==> src/rtl/pim_pkg.sv <==
// Shared PIM definitions: loader state encoding, vector/word geometry and a
// parameter sanity helper used by activation_loader.
package pim_pkg;

  localparam int PIM_WORD_W    = 32;
  localparam int PIM_VEC_W     = 288;
  localparam int PIM_NUM_WORDS = PIM_VEC_W / PIM_WORD_W;

  typedef enum logic [1:0] {
    ST_IDLE     = 2'd0,
    ST_LOAD     = 2'd1,
    ST_WAIT_PIM = 2'd2,
    ST_ISSUE    = 2'd3
  } loader_state_t;

  // Word index is 8-bit, so a vector holds 1..255 words; the stall limit must be nonzero.
  function automatic bit loader_cfg_ok(input int num_words, input int timeout_cycles);
    return (num_words >= 1) && (num_words <= 255) && (timeout_cycles >= 1);
  endfunction

endpackage

==> src/rtl/activation_loader.sv <==
// Streams NUM_WORDS activation words into the PIM activation buffer and releases
// the vector once the array is free. Optional LOAD stall abort: ACT_LOADER_TIMEOUT_EN.
module activation_loader
  import pim_pkg::*;
#(
  parameter int NUM_WORDS      = PIM_NUM_WORDS,
  parameter int TIMEOUT_CYCLES = 255
) (
  input  logic                  CLK,
  input  logic                  RSTN,
  input  logic                  i_start,
  input  logic                  i_valid,
  input  logic [PIM_WORD_W-1:0] i_data,
  output logic                  o_ready,
  input  logic                  i_pim_busy,
  output logic                  o_activation_in_en,
  output logic [7:0]            o_counter,
  output logic [PIM_WORD_W-1:0] o_data,
  output logic                  o_activation_out_en,
  output logic                  o_busy,
  output logic                  o_done,
  output logic                  o_timeout
);

  localparam bit         CFG_OK   = loader_cfg_ok(NUM_WORDS, TIMEOUT_CYCLES);
  localparam logic [7:0] LAST_IDX = 8'(NUM_WORDS - 1);

  generate
    if (!CFG_OK) begin : g_bad_cfg
      $error("activation_loader: NUM_WORDS must be 1..255 and TIMEOUT_CYCLES >= 1");
    end
  endgenerate

  loader_state_t         state_reg;
  logic [7:0]            idx_reg;
  logic                  ready_reg;
  logic                  in_en_reg;
  logic [7:0]            counter_reg;
  logic [PIM_WORD_W-1:0] data_reg;
  logic                  out_en_reg;
  logic                  busy_reg;
  logic                  done_reg;
  logic                  accept;

  assign accept = i_valid && ready_reg;

`ifdef ACT_LOADER_TIMEOUT_EN
  localparam int STALL_W = $clog2(TIMEOUT_CYCLES + 1);
  localparam logic [STALL_W-1:0] STALL_LAST = STALL_W'(TIMEOUT_CYCLES - 1);

  logic [STALL_W-1:0] stall_reg;
  logic               timeout_reg;
`endif

  always_ff @(posedge CLK) begin
    if (!RSTN) begin
      state_reg   <= ST_IDLE;
      idx_reg     <= '0;
      ready_reg   <= 1'b0;
      in_en_reg   <= 1'b0;
      counter_reg <= '0;
      data_reg    <= '0;
      out_en_reg  <= 1'b0;
      busy_reg    <= 1'b0;
      done_reg    <= 1'b0;
`ifdef ACT_LOADER_TIMEOUT_EN
      stall_reg   <= '0;
      timeout_reg <= 1'b0;
`endif
    end else begin
      in_en_reg  <= 1'b0;
      out_en_reg <= 1'b0;
      done_reg   <= 1'b0;
`ifdef ACT_LOADER_TIMEOUT_EN
      timeout_reg <= 1'b0;
`endif
      case (state_reg)
        ST_IDLE: begin
          if (i_start) begin
            state_reg <= ST_LOAD;
            idx_reg   <= '0;
            ready_reg <= 1'b1;
            busy_reg  <= 1'b1;
`ifdef ACT_LOADER_TIMEOUT_EN
            stall_reg <= '0;
`endif
          end
        end

        ST_LOAD: begin
          if (accept) begin
            in_en_reg   <= 1'b1;
            counter_reg <= idx_reg;
            data_reg    <= i_data;
`ifdef ACT_LOADER_TIMEOUT_EN
            stall_reg   <= '0;
`endif
            // The index parks on the last slot rather than wrapping past NUM_WORDS-1.
            if (idx_reg == LAST_IDX) begin
              state_reg <= ST_WAIT_PIM;
              ready_reg <= 1'b0;
            end else begin
              idx_reg <= idx_reg + 8'd1;
            end
          end
`ifdef ACT_LOADER_TIMEOUT_EN
          else if (stall_reg == STALL_LAST) begin
            timeout_reg <= 1'b1;
            state_reg   <= ST_IDLE;
            ready_reg   <= 1'b0;
            busy_reg    <= 1'b0;
            stall_reg   <= '0;
          end else begin
            stall_reg <= stall_reg + 1'b1;
          end
`endif
        end

        ST_WAIT_PIM: begin
          // Strobes are raised on entry so they are valid for the whole ISSUE cycle.
          if (!i_pim_busy) begin
            state_reg  <= ST_ISSUE;
            out_en_reg <= 1'b1;
            done_reg   <= 1'b1;
          end
        end

        ST_ISSUE: begin
          state_reg <= ST_IDLE;
          busy_reg  <= 1'b0;
        end

        default: begin
          state_reg <= ST_IDLE;
          ready_reg <= 1'b0;
          busy_reg  <= 1'b0;
        end
      endcase
    end
  end

  assign o_ready             = ready_reg;
  assign o_activation_in_en  = in_en_reg;
  assign o_counter           = counter_reg;
  assign o_data              = data_reg;
  assign o_activation_out_en = out_en_reg;
  assign o_busy              = busy_reg;
  assign o_done              = done_reg;
`ifdef ACT_LOADER_TIMEOUT_EN
  assign o_timeout           = timeout_reg;
`else
  assign o_timeout           = 1'b0;
`endif

endmodule

==> config.mk <==
export PLATFORM = sky130hd
export DESIGN_NAME = activation_loader
export DESIGN_NICKNAME = d
export VERILOG_FILES = /design/src/rtl/pim_pkg.sv /design/src/rtl/activation_loader.sv
export SDC_FILE = /design/constraint.sdc
export NUM_CORES = 1
export LEC_CHECK = 0
export BUFFER_PORTS_ARGS = -buffer_cell sky130_fd_sc_hd__buf_2
export CORE_ASPECT_RATIO = 2
export CORE_MARGIN = 2
export CORE_UTILIZATION = 34
export CTS_BUF_LIST = sky130_fd_sc_hd__clkbuf_4
export DETAILED_ROUTE_END_ITERATION = 6
export GPL_ROUTABILITY_DRIVEN = 0
export PLACE_DENSITY = 0.66
export SYNTH_ARGS = -nofsm -noshare
export SYNTH_HDL_FRONTEND = slang
export SYNTH_SLANG_ARGS = --single-unit
==> constraint.sdc <==
create_clock -name CLK -period 1.8 [get_ports CLK]
set_input_delay 0.09 -clock CLK [delete_from_list [all_inputs] [get_ports CLK]]
set_output_delay 0.09 -clock CLK [all_outputs]
set_load 0.01 [all_outputs]
==> impl_metrics.yaml, run 1 <==
finish:
  fill_cells: 671
  largest_reg_flops: 32
  layout_commonest_cell: "nand2_1"
  multiInputGateArea_um2: 1160
  layout.cells.non_filler: 477
  drive_gt1_frac: 0.286
  area_delta_synth_final_pct: 42.3
  nets: 431
  utilization: 0.500
  layout_common_cells: "nand2_1 (95), buf_2 (81), dfxtp_1 (50), a21boi_1 (39), dlygate4sd3_1 (34)"
  fin_area_um2: 3310
  ff_latch_area_um2: 1090
pwr:
  switching_share: 0.324
  leakage_nw: 1.45
  netSwitchingPower_mw: 0.996
  p_int_mw: 2.07
  seq_power_share: 0.437
  power_mw: 3.07
  peakVddDrop_mv: 0.743
  combPwrFrac: 0.339
  power.density_nw_per_um2: 927
  pwr-share-clk: 0.224
clock_network:
  clk_pin_slew_ns: 0.14
  cts_tree: "built"
  clkSinkCount: 54
  cts-root-buf: "clkbuf_4"
  clk_latency_ns: 0.39
  cts_inserted_buffers: 5
  htreeDepth: 2
  clock_path_buffers: 2
status:
  status: "finished, final reports clean"
route:
  via_per_inst: 4.71
  drt_iter0_drc: 59
  first_pass_iters: 4
  wl_um: 5890
  antenna_left: 0
  drc: 0
  avgRoutedWirePerCell_um: 12.4
  num_vias: 2248
min_path:
  hp-class: "in2reg"
placed_design:
  dp_hpwl_um: 3990
  dpl-instance-area_um2: 2850
  place_ws_ns: 0.0160
  placed_cells: 434
  portBuffers: 81
worst_setup_path:
  worst_setup_path_end_kind: "flop"
  critPathArrivalTime_ns: 2.01
  start_kind: "flop"
  path_class: "reg2reg"
  crit_fanout: 4
  required_ns: 2.12
global_route:
  grt_pass1_vias: 2214
  antenna_found_initial: 1
  grt-ovfl-total: 0
  grtUsageTotal: 0.165
  grt_first_pass_wirelength_um: 9860
  grt_max_degree: 41
sta:
  layout_min_cycle_time_ns: 1.69
  period_share: 0.940
  fin_tns_setup_ns: 0
  fin_skew_ns: 0.00838
  rsz0062_at_grt: "true"
  slew_viol_final: 0
  setup_viol: 0
  fin_hold_ws_ns: 0.133
  finalWorstSetupSlack_ns: 0.108
  fmax_mhz: 591
  final_hold_viol_count: 0
synth:
  seq_area_frac_synth: 0.465
  ys_types: 38
  syn_inst: 276
  avgSynthCellArea_um2: 8.43
  syn_area_um2: 2330
  ys_seq_elements: 54
  synth_nets: 320
  yosys_warnings: 0
die:
  dieArea_um2: 7560
  die_h_um: 121
  io_pins: 83
  rows: 42
  core_um2: 6620
  start_util: 0.351
  die_w_um: 62.5
run:
  cap_violations: 0
[synthesized netlist by cell type]
cell type | instances | share of area
a31oi_1 | 3 | 0.0081
inv_1 | 5 | 0.0081
o211a_1 | 1 | 0.0043
and3b_1 | 1 | 0.0038
mux2i_1 | 1 | 0.0043
nor2_1 | 4 | 0.0065
ha_1 | 7 | 0.038
o21a_1 | 1 | 0.0032
nand3b_1 | 1 | 0.0032
nor2b_1 | 2 | 0.0054
clkbuf_1 | 16 | 0.026
o22ai_1 | 1 | 0.0027
a2111o_1 | 1 | 0.0048
buf_2 | 3 | 0.0065
nand3_1 | 6 | 0.013
a31o_1 | 2 | 0.0075
nand4_1 | 2 | 0.0054
and4_1 | 2 | 0.0075
nor4b_4 | 1 | 0.010
and2_1 | 3 | 0.0081
nor3_1 | 3 | 0.0065
dfxtp_1 | 54 | 0.46
o221a_2 | 1 | 0.0048
a21boi_0 | 2 | 0.0065
nand2_1 | 95 | 0.15
a221oi_2 | 1 | 0.0065
o21ai_0 | 3 | 0.0065
a21oi_1 | 2 | 0.0043
nand2b_1 | 1 | 0.0027
buf_4 | 2 | 0.0065
and3_1 | 1 | 0.0027
a41oi_2 | 1 | 0.0070
a32o_1 | 2 | 0.0086
o31ai_1 | 1 | 0.0032
conb_1 | 1 | 0.0016
a21boi_1 | 39 | 0.13
a21o_1 | 3 | 0.0097
nor3b_1 | 1 | 0.0032
[power by group through the flow]
stage / logic, mW / clock network, mW / registers [mW]
finish: 1.04 / 0.688 / 1.34
CTS: 0.994 / 0.725 / 1.34
global route: 1.17 / 0.770 / 1.35
global placement: 0.906 / 0 / 1.36
detailed placement: 0.932 / 0 / 1.36
floorplan: 0.611 / 0 / 1.38
[critical path, stage by stage (launching register included)]
cell	delay, ns
dfxtp_2	0.36
inv_1	0.07
ha_1	0.16
nor4b_4	0.32
nand3_2	0.18
a221oi_2	0.33
mux2i_1	0.21
[worst paths after layout]
check / start / to / slack, ns / cells past startpoint
worst max-delay path: idx_reg[1]$_SDFFE_PN0P_ / state_reg[1]$_SDFFE_PN0P_ / 0.11 / 6
worst min register to register: o_data[13]$_SDFFE_PN0P_ / o_data[13]$_SDFFE_PN0P_ / 0.46 / 2
worst max register to register: idx_reg[1]$_SDFFE_PN0P_ / state_reg[1]$_SDFFE_PN0P_ / 0.11 / 6
worst min-delay path: RSTN / o_done$_SDFF_PN0_ / 0.13 / 3
[repair_timing]
item | CTS | global route
resized for setup | 1 | 9
hold buffers | 34 | 0
pin swaps | 0 | 2
endpoints found under the setup margin | 1 | 9
setup buffers | 0 | 0
endpoints found under the hold margin | 34 | 0
[layout make-up]
class	count	area share
well taps	88	0.0333
multi-input cells	196	0.352
clock inverters	2	0.0113
clock buffers	6	0.0136
repair buffers	125	0.255
flip-flops and latches	54	0.328
diodes	1	0.000756
inverters	5	0.00567
[cell families (layout without fill, tap and decap cells)]
logic type | after synthesis | in the layout | share of synthesized area
multiplexers | 1 | 1 | 0.00430
flip-flops | 54 | 54 | 0.465
buffers and inverters | 26 | 138 | 0.0468
AND/OR/NAND/NOR | 123 | 123 | 0.231
other | 1 | 2 | 0.00161
AO/OA/AOI/OAI | 64 | 64 | 0.214
adder cells (fa/ha/maj) | 7 | 7 | 0.0377
[routing by layer]
| layer | up-vias | part of all wire | global-route usage |
|---|---|---|---|
| met5 | - | 0 | 0 |
| met4 | 0 | 0.036 | 0.0972 |
| met3 | 17 | 0.033 | 0.0306 |
| met2 | 59 | 0.56 | 0.315 |
| met1 | 1030 | 0.37 | 0.160 |
| li1 | 1142 | - | - |
(Power assumes the default switching activity.)
==> run 2, diff against run 1 <==
Settings changed: CELL_PAD_IN_SITES_DETAIL_PLACEMENT set to 1, CELL_PAD_IN_SITES_GLOBAL_PLACEMENT set to 2, CORE_UTILIZATION 34 to 29, PLACE_DENSITY 0.66 to 0.9.
==> run 2 against run 1 <==
  * Flip-flop and latch count did not move
  * Sequential power barely moved
  * First-iteration DRC count fell by 15%
  * Via count rose by 2.3%
  * Power rose by 1.1%
  * Worst setup slack got worse by 0.0097 ns
  * Critical path depth did not move
  * Largest power group unchanged
  * Global-route usage fell by 0.53 points
==> impl_metrics.yaml, run 2 (synthesis gave the netlist of run 1 again) <==
finish:
  fin_area_um2: 3310
  layout_commonest_cell: "nand2_1"
  layout.cells.non_filler: 485
  layout_common_cells: "nand2_1 (95), buf_2 (81), dfxtp_1 (54), a21boi_1 (39), dlygate4sd3_1 (34)"
  largest_reg_flops: 32
  area_delta_synth_final_pct: 42.5
  utilization: 0.420
  drive_gt1_frac: 0.273
  nets: 432
clock_network:
  htreeDepth: 2
  clock_path_buffers: 2
  clk_pin_slew_ns: 0.15
  cts-root-buf: "clkbuf_4"
  cts_inserted_buffers: 5
  clkSinkCount: 54
  clk_latency_ns: 0.38
  cts_setup_buffers: 0
  cts_tree: "built"
sta:
  period_share: 0.945
  slew_viol_final: 0
  fin_tns_setup_ns: 0
  finalWorstSetupSlack_ns: 0.0982
  layout_min_cycle_time_ns: 1.70
  fin_skew_ns: 0.0129
  fin_hold_ws_ns: 0.162
  setup_viol: 0
  fmax_mhz: 588
  rsz0062_at_grt: "true"
  final_hold_viol_count: 0
worst_setup_path:
  required_ns: 2.09
  worstPathCellList: "inv_1 > ha_1 > nor4b_4 > nand4_1 > a2111o_1 > o211a_1"
  cpLargestDelayFamily: "compound AO/OA/AOI/OAI gates"
  path_class: "reg2reg"
  critPathArrivalTime_ns: 2.00
  crit_fanout: 4
  path_buf_inv: 1
  critical_path.max_stage_delay_ns: 0.44
  worst_setup_path_end_kind: "flop"
  slowest_stage: "a2111o_1"
  start_kind: "flop"
global_route:
  antenna_found_initial: 0
  grtUsageTotal: 0.159
  grt_max_degree: 30
  grt_pass1_vias: 2322
  grt_first_pass_wirelength_um: 10700
  grt-ovfl-total: 0
placed_design:
  portBuffers: 81
  place_ws_ns: 0.0199
  dp_hpwl_um: 4750
  placed_cells: 443
  dpl-instance-area_um2: 2860
route:
  num_vias: 2299
  avgRoutedWirePerCell_um: 14.3
  antenna_left: 0
  first_pass_iters: 4
  highest_layer: "met4"
  wl_um: 6950
  via_per_inst: 4.74
  met2_length_um: 4080
  drt_iter0_drc: 50
  wl_met3_um: 235
  drc: 0
  m1WireLength_um: 2500
die:
  die_h_um: 131
  io_pins: 83
  core_um2: 7890
  die_w_um: 67.3
  dieArea_um2: 8800
  rows: 46
  start_util: 0.295
run:
  cap_violations: 0
pwr:
  peakVddDrop_mv: 0.612
  leakage_nw: 1.44
  power_mw: 3.10
  power.density_nw_per_um2: 937
status:
  status: "finished, final reports clean"
min_path:
  hp-class: "in2reg"
## run 2: repair_timing
| item | in CTS | in global routing |
|---|---|---|
| resized for setup | 0 | 8 |
| endpoints found under the setup margin | 0 | 30 |
| hold buffers | 34 | 0 |
| endpoints found under the hold margin | 34 | 0 |
## run 2: final cells by class
cell class,instances,area [µm²]
multi-input combinational,196,1180
antenna,1,2.50
sequential,54,1080
fill,955,4570
tap,96,120
clock inverter,2,33.8
inverter,5,18.8
timing repair buffer,126,845
clock buffer,5,37.5
## run 2: worst min-delay path: cells and delay by family
| family | cells | cell delay (ns) |
|---|---|---|
| buffers and inverters | 1 | 0.26 |
| AND/OR/NAND/NOR | 2 | 0.16 |
## run 2: final timing paths
path                        startpoint  depth (start not counted)                         to  slack, ns
max            idx_reg[1]$_SDFFE_PN0P_                          6  state_reg[0]$_SDFFE_PN0P_        0.1
min                               RSTN                          3          o_done$_SDFF_PN0_       0.16
max reg2reg    idx_reg[1]$_SDFFE_PN0P_                          6  state_reg[0]$_SDFFE_PN0P_        0.1
min reg2reg  o_counter[6]$_SDFFE_PN0P_                          2  o_counter[6]$_SDFFE_PN0P_       0.46
## run 2: routing by layer
layer,track usage,up-vias
li1,-,1137
met1,0.150,1103
met2,0.320,50
met3,0.0300,9
met4,0.0588,0
met5,0,-
## run 2: where the power goes
group | switching (mW) | total (mW) | internal (mW) | leakage [nW]
registers | 0.0572 | 1.34 | 1.28 | 0.436
logic | 0.601 | 1.11 | 0.508 | 0.965
clock network | 0.378 | 0.659 | 0.281 | 0.0387
total | 1.04 | 3.10 | 2.07 | 1.44
==> run 3, diff against run 2 <==
Settings changed: PLACE_DENSITY 0.9 to unset, PLACE_DENSITY_LB_ADDON set to 0.3, SETUP_SLACK_MARGIN set to 0.02.
==> run 3 against run 2 <==
  * Combinational power barely moved
  * Clock skew up 0.0077 ns
  * Non-clock buffer count up 3
  * Design area rose by 0.87%
  * Worst setup slack better by 0.017 ns
  * Clock-buffer cell count up 1
  * Hold slack improved by 0.063 ns
  * Register-to-register slack improved by 0.02 ns
  * Routed wire length down 3.0%
  * Flip-flop and latch count is the same
  * Clock power shrank 18%
  * First-iteration DRC count up 64%
  * Largest cell class unchanged
  * Highest routed layer unchanged
==> impl_metrics.yaml, run 3 (synthesis gave the netlist of run 1 again) <==
finish:
  layout_commonest_cell: "nand2_1"
  drive_gt1_frac: 0.301
  layout_common_cells: "nand2_1 (95), buf_2 (81), dfxtp_1 (51), a21boi_1 (39), dlygate4sd3_1 (34)"
  nets: 435
  largest_reg_flops: 32
  area_delta_synth_final_pct: 43.7
worst_setup_path:
  crit_fanout: 3
  r2r_end: "state_reg[0]$_SDFFE_PN0P_"
  path_class: "reg2reg"
  start_kind: "flop"
  rr_startpoint: "idx_reg[1]$_SDFFE_PN0P_"
  worst_setup_path_end_kind: "flop"
  reg2regPathDepth: 6
  crit_start: "idx_reg[1]$_SDFFE_PN0P_"
  critPathArrivalTime_ns: 1.97
  required_ns: 2.09
  reg2reg_slack_ns: 0.12
route:
  avgRoutedWirePerCell_um: 13.8
  wl_um: 6740
  drc: 0
  first_pass_iters: 3
  drt_iter0_drc: 82
  antenna_left: 0
  via_per_inst: 4.69
  num_vias: 2293
min_path:
  min_from: "RSTN"
  min_path_cells: 3
  whs_endpoint: "o_done$_SDFF_PN0_"
  hp-class: "in2reg"
clock_network:
  clkSinkCount: 54
  cts-root-buf: "clkbuf_4"
  cts_inserted_buffers: 5
  htreeDepth: 2
  cts_tree: "built"
  clk_pin_slew_ns: 0.15
  clock_path_buffers: 2
  clk_latency_ns: 0.38
die:
  rows: 46
  start_util: 0.295
  die_w_um: 67.3
  die_h_um: 131
  dieArea_um2: 8800
  core_um2: 7890
  io_pins: 83
sta:
  rsz0062_at_grt: "false"
  fmax_mhz: 593
  fin_tns_setup_ns: 0
  slew_viol_final: 0
  max-slew-margin-rel: 0.603
  worstMarginPinSlew_ns: 0.596
  final_hold_viol_count: 0
  period_share: 0.936
  fin_skew_ns: 0.0206
  setup_viol: 0
  layout_min_cycle_time_ns: 1.68
global_route:
  met2_usage: 0.303
  grt-ovfl-total: 0
  top_usage_layer: "met2"
  grt_max_degree: 39
  grt_use_met3: 0.0274
  grt_pass1_vias: 2312
  antenna_found_initial: 1
  grt_use_met1: 0.166
  grtUsageTotal: 0.160
  grt_first_pass_wirelength_um: 10800
placed_design:
  portBuffers: 81
  dp_hpwl_um: 4730
run:
  cap_violations: 0
pwr:
  netSwitchingPower_mw: 1.04
  pwr-share-clk: 0.178
  leakage_nw: 1.45
  p_int_mw: 1.98
  peakVddDrop_mv: 0.634
  switching_share: 0.344
  power_mw: 3.02
  combPwrFrac: 0.376
  power.density_nw_per_um2: 904
  seq_power_share: 0.445
status:
  status: "finished, final reports clean"
-- run 3: critical path, cell delays in order, from the launching register on --
cell and delay, ns:
dfxtp_2 0.36, inv_2 0.05, ha_2 0.16, nor4b_4 0.31
nand4_1 0.19, a2111o_1 0.40, o211a_1 0.12
-- run 3: timing repair --
action	4_1_cts	5_1_grt
hold buffers	34	0
hold endpoints to repair	35	0
setup buffers	0	2
setup endpoints to repair	3	26
pin swaps	0	4
resized for setup	2	14
-- run 3: metal layers --
layer / share of wire / wire length, µm
met3: 0.030 / 202
met1: 0.39 / 2610
met2: 0.56 / 3770
met5: 0 / 0
met4: 0.022 / 150
-- run 3: worst max path at each step --
stage	end	slack, ns	cells past startpoint
after global placement	idx_reg[2]$_SDFFE_PN0P_	0.12	7
final	state_reg[0]$_SDFFE_PN0P_	0.12	6
after floorplan	idx_reg[2]$_SDFFE_PN0P_	0.11	7
after CTS	idx_reg[3]$_SDFFE_PN0P_	0.04	7
after global routing	idx_reg[3]$_SDFFE_PN0P_	0.01	7
after detailed placement	idx_reg[3]$_SDFFE_PN0P_	-0.04	7
-- run 3: through the flow --
step	utilization	area (µm²)	hold WS, ns	instances	setup slack, ns
2_1_floorplan	-	2330	0.162	276	0.109
4_1_cts	0.415	3280	0.217	486	0.0387
3_3_place_gp	0.365	2880	0.310	444	0.121
6_report	0.424	3340	0.225	489	0.115
5_1_grt	0.424	3340	0.249	489	0.0132
3_5_place_dp	0.365	2880	0.289	444	-0.0410
-- run 3: layout make-up --
class | instances | area (µm²)
multi-input cells | 196 | 1180
fillers | 985 | 4540
flip-flops and latches | 54 | 1090
clock buffers | 6 | 45.0
well taps | 96 | 120
diodes | 1 | 2.50
inverters | 5 | 18.8
clock inverters | 2 | 8.76
repair buffers | 129 | 876
-- run 3: power groups by stage --
stage | Combinational [mW] | Sequential (mW) | Clock, mW
after floorplan | 0.611 | 1.38 | 0
after global placement | 0.974 | 1.36 | 0
after detailed placement | 1.00 | 1.37 | 0
after CTS | 1.07 | 1.34 | 0.585
after global routing | 1.28 | 1.36 | 0.626
final | 1.14 | 1.35 | 0.538
